$ cat config.mk
export PLATFORM = sky130hd
export DESIGN_NAME = uart_rx_packet_ctrl
export DESIGN_NICKNAME = d
export VERILOG_FILES = /design/src/rtl/uart_rx_packet_ctrl.sv
export SDC_FILE = /design/constraint.sdc
export NUM_CORES = 1
export LEC_CHECK = 0
export ABC_CLOCK_PERIOD_IN_PS = 2160
export CAP_MARGIN = 20
export CORE_MARGIN = 1.5
export CORE_UTILIZATION = 40
export DETAILED_ROUTE_END_ITERATION = 6
export GPL_TIMING_DRIVEN = 1
export SETUP_SLACK_MARGIN = 0.3
export SYNTH_ARGS = -nofsm -noshare
export SYNTH_HDL_FRONTEND = slang
export SYNTH_SLANG_ARGS = --single-unit
$ cat constraint.sdc
create_clock -name clock -period 2.16 [get_ports clock]
set_input_delay 0.216 -clock clock [delete_from_list [all_inputs] [get_ports clock]]
set_output_delay 0.216 -clock clock [all_outputs]
set_load 0.02 [all_outputs]
$ cat src/rtl/uart_rx_packet_ctrl.sv
// Packet sequencer behind the UART receiver: assembles one header word plus
// PAYLOAD_WORDS payload words into a packet and offers it over valid/ready.
// Orphaned words, abandoned packets, framing errors and overruns are dropped
// and counted in a saturating 8-bit counter.
module uart_rx_packet_ctrl #(
  parameter int unsigned PAYLOAD_WORDS  = 2,
  parameter int unsigned TIMEOUT_CYCLES = 60000
) (
  input  logic                       clock,
  input  logic                       reset,
  input  logic [8:0]                 rx_data,
  input  logic                       rx_done,
  input  logic                       rx_framing_error,
  output logic [7:0]                 pkt_header,
  output logic [8*PAYLOAD_WORDS-1:0] pkt_payload,
  output logic                       pkt_valid,
  input  logic                       pkt_ready,
  output logic                       busy,
  output logic                       overrun,
  output logic [7:0]                 drop_count
);

  localparam int unsigned PAY_W = 8 * PAYLOAD_WORDS;
  localparam int unsigned CNT_W = (PAYLOAD_WORDS > 1) ? $clog2(PAYLOAD_WORDS) : 1;
  localparam int unsigned TMR_W = $clog2(TIMEOUT_CYCLES);
  localparam logic [CNT_W-1:0] CNT_LAST = CNT_W'(PAYLOAD_WORDS - 1);
  localparam logic [TMR_W-1:0] TMR_LAST = TMR_W'(TIMEOUT_CYCLES - 1);

  typedef enum logic [1:0] {IDLE, COLLECT, HOLD} state_t;

  state_t             state, state_n;
  logic [7:0]         header_n;
  logic [PAY_W-1:0]   payload_n;
  logic [CNT_W-1:0]   cnt, cnt_n;
  logic [TMR_W-1:0]   timer, timer_n;
  logic               overrun_n;
  logic [7:0]         drop_n;
  logic               drop_inc;
  logic               fe_prev;
  logic               framing_event;
  logic               is_header;

  // Rising edge of the framing-error level; a held level counts once.
  assign framing_event = rx_framing_error & ~fe_prev;
  assign is_header     = rx_data[8];

  // Next-state and next-output logic for the sequencer.
  always_comb begin
    state_n   = state;
    header_n  = pkt_header;
    payload_n = pkt_payload;
    cnt_n     = cnt;
    timer_n   = timer;
    overrun_n = 1'b0;
    drop_inc  = 1'b0;
    drop_n    = drop_count;

    case (state)
      IDLE: begin
        if (framing_event) begin
          drop_inc = 1'b1;
        end else if (rx_done) begin
          if (is_header) begin
            header_n = rx_data[7:0];
            cnt_n    = '0;
            timer_n  = '0;
            state_n  = COLLECT;
          end else begin
            drop_inc = 1'b1;
          end
        end
      end

      COLLECT: begin
        timer_n = timer + TMR_W'(1);
        if (framing_event) begin
          // framing wins over a same-cycle word
          drop_inc = 1'b1;
          state_n  = IDLE;
        end else if (rx_done) begin
          timer_n = '0;
          if (is_header) begin
            // restart on a fresh header, old packet abandoned
            drop_inc = 1'b1;
            header_n = rx_data[7:0];
            cnt_n    = '0;
          end else begin
            for (int k = 0; k < int'(PAYLOAD_WORDS); k++) begin
              if (cnt == CNT_W'(k)) payload_n[8*k +: 8] = rx_data[7:0];
            end
            if (cnt == CNT_LAST) state_n = HOLD;
            else                 cnt_n   = cnt + CNT_W'(1);
          end
        end else if (timer == TMR_LAST) begin
          drop_inc = 1'b1;
          state_n  = IDLE;
        end
      end

      HOLD: begin
        if (framing_event) drop_inc = 1'b1;
        if (rx_done && !pkt_ready) begin
          overrun_n = 1'b1;
          drop_inc  = 1'b1;
        end
        if (pkt_ready) begin
          state_n = IDLE;
          if (rx_done && !framing_event) begin
            if (is_header) begin
              header_n = rx_data[7:0];
              cnt_n    = '0;
              timer_n  = '0;
              state_n  = COLLECT;
            end else begin
              drop_inc = 1'b1;
            end
          end
        end
      end

      default: state_n = IDLE;
    endcase

    if (drop_inc && (drop_count != 8'hFF)) drop_n = drop_count + 8'd1;
  end

  // State and registered outputs.
  always_ff @(posedge clock or posedge reset) begin
    if (reset) begin
      state       <= IDLE;
      pkt_header  <= '0;
      pkt_payload <= '0;
      cnt         <= '0;
      timer       <= '0;
      overrun     <= 1'b0;
      drop_count  <= '0;
      pkt_valid   <= 1'b0;
      busy        <= 1'b0;
      fe_prev     <= 1'b0;
    end else begin
      state       <= state_n;
      pkt_header  <= header_n;
      pkt_payload <= payload_n;
      cnt         <= cnt_n;
      timer       <= timer_n;
      overrun     <= overrun_n;
      drop_count  <= drop_n;
      pkt_valid   <= (state_n == HOLD);
      busy        <= (state_n != IDLE);
      fe_prev     <= rx_framing_error;
    end
  end

endmodule

After elaboration in Yosys (flattened, before gate mapping)
Index checks and enable logic that the tools add are counted.

word-level totals
  input port bits = 14
  bits in registers = 55
  logic and storage cells = 98

operators by class
  reduce and logical (&&, ||, !) cells = 15
  add/sub/neg operators = 3
  equality and inequality tests = 13
  multiplexer cells = 51
  bitwise operators = 5

operators by type and width
  operator                                                                count
  16-bit 2-to-1 mux                                                       7
  16-bit case mux with 3 select lines                                     1
  8-bit 2-to-1 mux                                                        5
  1-bit 2-to-1 mux                                                        25
  5-bit AND reduction                                                     4
  2-bit 2-to-1 mux                                                        9
  16-bit by 1-bit adder with 16-bit output (second input constant)        1
  16-bit equality test (second input constant)                            1
  8-bit case mux with 2 select lines                                      1
  2-bit != test (second input constant)                                   7
  8-bit by 1-bit adder with 8-bit output (second input constant)          1
  8-bit != test (second input constant)                                   1
  7-bit AND reduction                                                     1
  1-bit case mux with 3 select lines                                      2
  2-bit case mux with 3 select lines                                      1
  2-bit equality test (second input constant)                             2
  1-bit NOT                                                               4
  2-bit nonzero test                                                      2
  1-bit logical AND                                                       3
  3-bit nonzero test                                                      1
  2-bit by 1-bit equality test with 1-bit output (second input constant)  1
  1-bit logical NOT                                                       2
  2-bit logical NOT                                                       1
  2-bit by 1-bit != test with 1-bit output (second input constant)        1
  3 further kinds                                                         3

Depth between registers and ports, before layout
  depth after elaboration = 9
  mapped depth = 6

Least setup slack after synthesis
No wires, ideal clock.

  path kind = register to register
  start = register timer[0]
  end = register drop_count[6]
  setup slack = 0.345 ns
  required time = 2.032 ns
  arrival time = 1.687 ns
  period minus slack after synthesis = 1.815 ns
  stages on the path, launching flop included = 7
  cells stage by stage = dfrtp_1 ha_1 nand2_1 nor4_2 a21oi_2 nor4_2 mux2_1

on the way
  word-level cells in the longest chain between the ends = 6

RTL lines
  what                                RTL line  source
  start: declaration                  35        logic [TMR_W-1:0] timer, timer_n;
  start signal: assignment            145       timer <= timer_n;
  16-bit equality test                94        end else if (timer == TMR_LAST) begin
  1-bit 2-to-1 mux                    94
  1-bit 2-to-1 mux                    80        end else if (rx_done) begin
  1-bit 2-to-1 mux                    76        if (framing_event) begin
  1-bit case mux with 3 select lines  58        case (state)
  1-bit logical AND                   124       if (drop_inc && (drop_count != 8'hFF)) drop_n = drop_count + 8'd1;
  end signal: assignment              147       drop_count <= drop_n;
  end: declaration                    20        output logic [7:0] drop_count

No other way between the ends.
A chain may end at the register's enable or synchronous reset.

Final worst setup path
  start = register timer[0]
  end = register drop_count[1]

Same word-level chain as after synthesis.

==> summary.md <==
| Metric | Value |
|---|---|
| Initial antenna violation count | `0` |
| Post-route ant nets | `0` |
| Seq. cell area | `1380 sq um` |
| EDFF count, synth | `0` |
| Max FO, Critical Path | `4` |
| Most common cell after layout, fill and taps aside | `dfrtp_1` |
| Post-route clock period utilization | `83.4%` |
| I/O Buffers | `48` |
| DP Area | `3210 sq um` |
| Root buf cell | `clkbuf_8` |
| Average instance area after synthesis | `11.3 sq um` |
| Max_cap viols | `0` |
| Setup WS pre-CTS | `34.5 ps` |
| Final Util | `54.8%` |
| Crit path required time | `2370 ps` |
| Worst Max-Slew Pin Slew | `512 ps` |
| Initial Util | `40.9%` |
| CTS tree | `done` |
| Hold_ws | `261 ps` |
| RSZ-0062 raised after global routing | `yes` |
| Initial DRT Pass Iterations | `4` |
| Die area | `6910 sq um` |
| Synth cell types | `43` |
| Reg clk slew, reported paths | `100 ps` |
| Gate power share | `41.4%` |
| DRT iter0 DRCs | `121` |
| Reg2Reg Depth | `6` |
| Multi-input logic area | `1220 sq um` |
| Worst Clk Skew | `20.8 ps` |
| P_sw | `1.38 mW` |
| Ys Warns | `0` |
| Largest net degree at the start of global routing | `56` |
| CTS Hold Bufs | `0` |
| Setup violators final | `0` |
| Outcome | `finished, final reports clean` |
| #FFs+latches synth | `55` |
| Power Density | `1120 nW/um^2` |
| I/O Pins | `49` |
| CP Launch Type | `flop` |
| First-pass GRT wire length | `9300 um` |
| Sequential area share after synthesis | `53.6%` |
| Area delta synth->final | `33.7%` |
| Fill cell count | `553` |
| CP arrival | `2010 ps` |
| Htree depth | `2` |
| Detailed Route WL | `5740 um` |
| Worst VDD drop | `0.684 mV` |
| Fin area | `3440 sq um` |
| P_leak | `1.42 nW` |
| Share of flip-flops with an asynchronous set or reset | `100%` |
| GP Congestion | `0.804` |
| CTS Buffer Depth | `2` |
| Setup WS post-layout | `358 ps` |
| Predominant post-synthesis flop cell | `dfrtp_1` |
| Final cell count without fillers | `370` |
| Via Count | `1974` |
| Fin Setup TNS | `0 ps` |
| Gr usage total | `16.9%` |
| Most frequent cells in the layout | `dfrtp_1 (54), clkdlybuf4s50_1 (48), mux2_2 (25), nand2_1 (21), nor2_1 (16)` |
| Chip width | `83.2 um` |
| Clk_lat worst skew | `320 ps` |
| DP HPWL | `3940 um` |
| Wire per inst | `15.5 um` |
| CTS Sinks | `55` |
| CP Capture Type | `flop` |
| Net Sw Frac | `35.8%` |
| Max-slew headroom | `65.8%` |
| Num CTS Buffers | `5` |
| R2R Setup Slk | `360 ps` |
| Final nets | `308` |
| Critical path type | `flop to flop` |
| Post-placement cell count | `358` |
| Reg power frac | `40.4%` |
| Slew Limit Fails | `0` |
| Vias in the first global route | `1947` |
| Via density | `5.34` |
| Core box area | `6280 sq um` |
| Die height | `83.2 um` |
| Share of layout cells above drive strength 1 | `23.2%` |
| Row count | `29` |
| Drt drc | `0` |
| Final Hold Viols | `0` |
| Cell Int Power | `2.47 mW` |
| Syn nets | `244` |
| Hold Crit Class | `input port to async pin` |
| Cells after synthesis | `228` |
| GRT overflow | `0` |
| Ant diodes | `0` |
| Tmin final | `1800 ps` |
| Synth Cell Area | `2570 sq um` |
| Max Clock Freq | `0.555 GHz` |
| Clock network fraction of total power | `18.2%` |
| Total power | `3.85 mW` |
## state kept, by name, summed over array words and instances (netlist names)
register / cells
pkt_payload: 16
timer: 16
drop_count: 8
pkt_header: 8
state: 2
busy: 1
cnt: 1
fe_prev: 1
overrun: 1
pkt_valid: 1
## final cells by class
cell class	instances	share of cell area (%)
Inverter	4	0.437
Clock inverter	3	1.35
Tap cell	77	2.80
Clock buffer	5	2.00
Multi-Input combinational cell	162	35.5
Timing Repair Buffer	64	17.8
Sequential cell	55	40.1
## kinds of logic after synthesis
kind of cell	after synthesis	synth area share (%)
mux	26	11.4
buf+inv	11	2.00
fa+ha+maj	2	0.974
flops	55	53.6
compound gates	23	5.45
xor+xnor	17	5.79
simple gates	94	20.8
## timing repair
item | 4_1_cts | 5_1_grt
resized for setup | 3 | 11
setup buffers | 2 | 2
pin swaps | 4 | 6
endpoints found under the setup margin | 2 | 9
## cells in the mapped netlist (2+ instances only)
library cell,n,area [sq um]
xnor2_1,11,96.3
nand3_1,9,45.0
a21oi_1,4,20.0
nand2b_1,4,25.0
o21ai_0,8,40.0
nand4_1,3,18.8
a21o_1,2,15.0
and3_1,2,12.5
inv_1,4,15.0
nor3b_1,2,15.0
and4_1,3,26.3
nand2_1,22,82.6
buf_2,2,10.0
nor2b_1,2,12.5
nor4_2,3,37.5
clkbuf_1,4,15.0
dfrtp_1,55,1380
ha_1,2,25.0
nor2_1,16,60.1
nand4b_1,2,17.5
nor4b_1,3,26.3
nor3_1,8,40.0
xor2_1,6,52.6
mux2_2,25,282
a31oi_1,3,18.8
nor4_1,6,37.5
## worst max-delay path: stages, from the launching register on
cell and delay [ps]:
dfrtp_1 420, ha_4 170, nand2_2 100, nor4_4 330, a21oi_4 120, nor3b_2 220, mux2_2 350
## path summary, 6_finish.rpt
check / end / from
max: drop_count[1] / timer[0]
min: pkt_payload[13] / reset
max reg2reg: drop_count[1] / timer[0]
min reg2reg: pkt_payload[12] / pkt_payload[12]
max in group asynchronous: timer[7] / reset
min in group clock: fe_prev / rx_framing_error
## metal layers
layer	routed length, um	up-vias	GRT usage [%]
li1	-	942	-
met1	2590	966	22.1
met2	2760	61	27.3
met3	348	5	4.97
met4	42	0	5.00
met5	0	-	0
## power groups by stage
| stage | clock network [mW] | logic [mW] | registers (mW) |
|---|---|---|---|
| floorplan | 0 | 0.525 | 1.86 |
| global placement | 0 | 1.55 | 1.56 |
| detailed placement | 0 | 1.55 | 1.56 |
| CTS | 0.725 | 1.57 | 1.55 |
| global route | 0.766 | 1.70 | 1.60 |
| finish | 0.700 | 1.59 | 1.55 |
No activity file was read; power rests on OpenSTA's default activity.
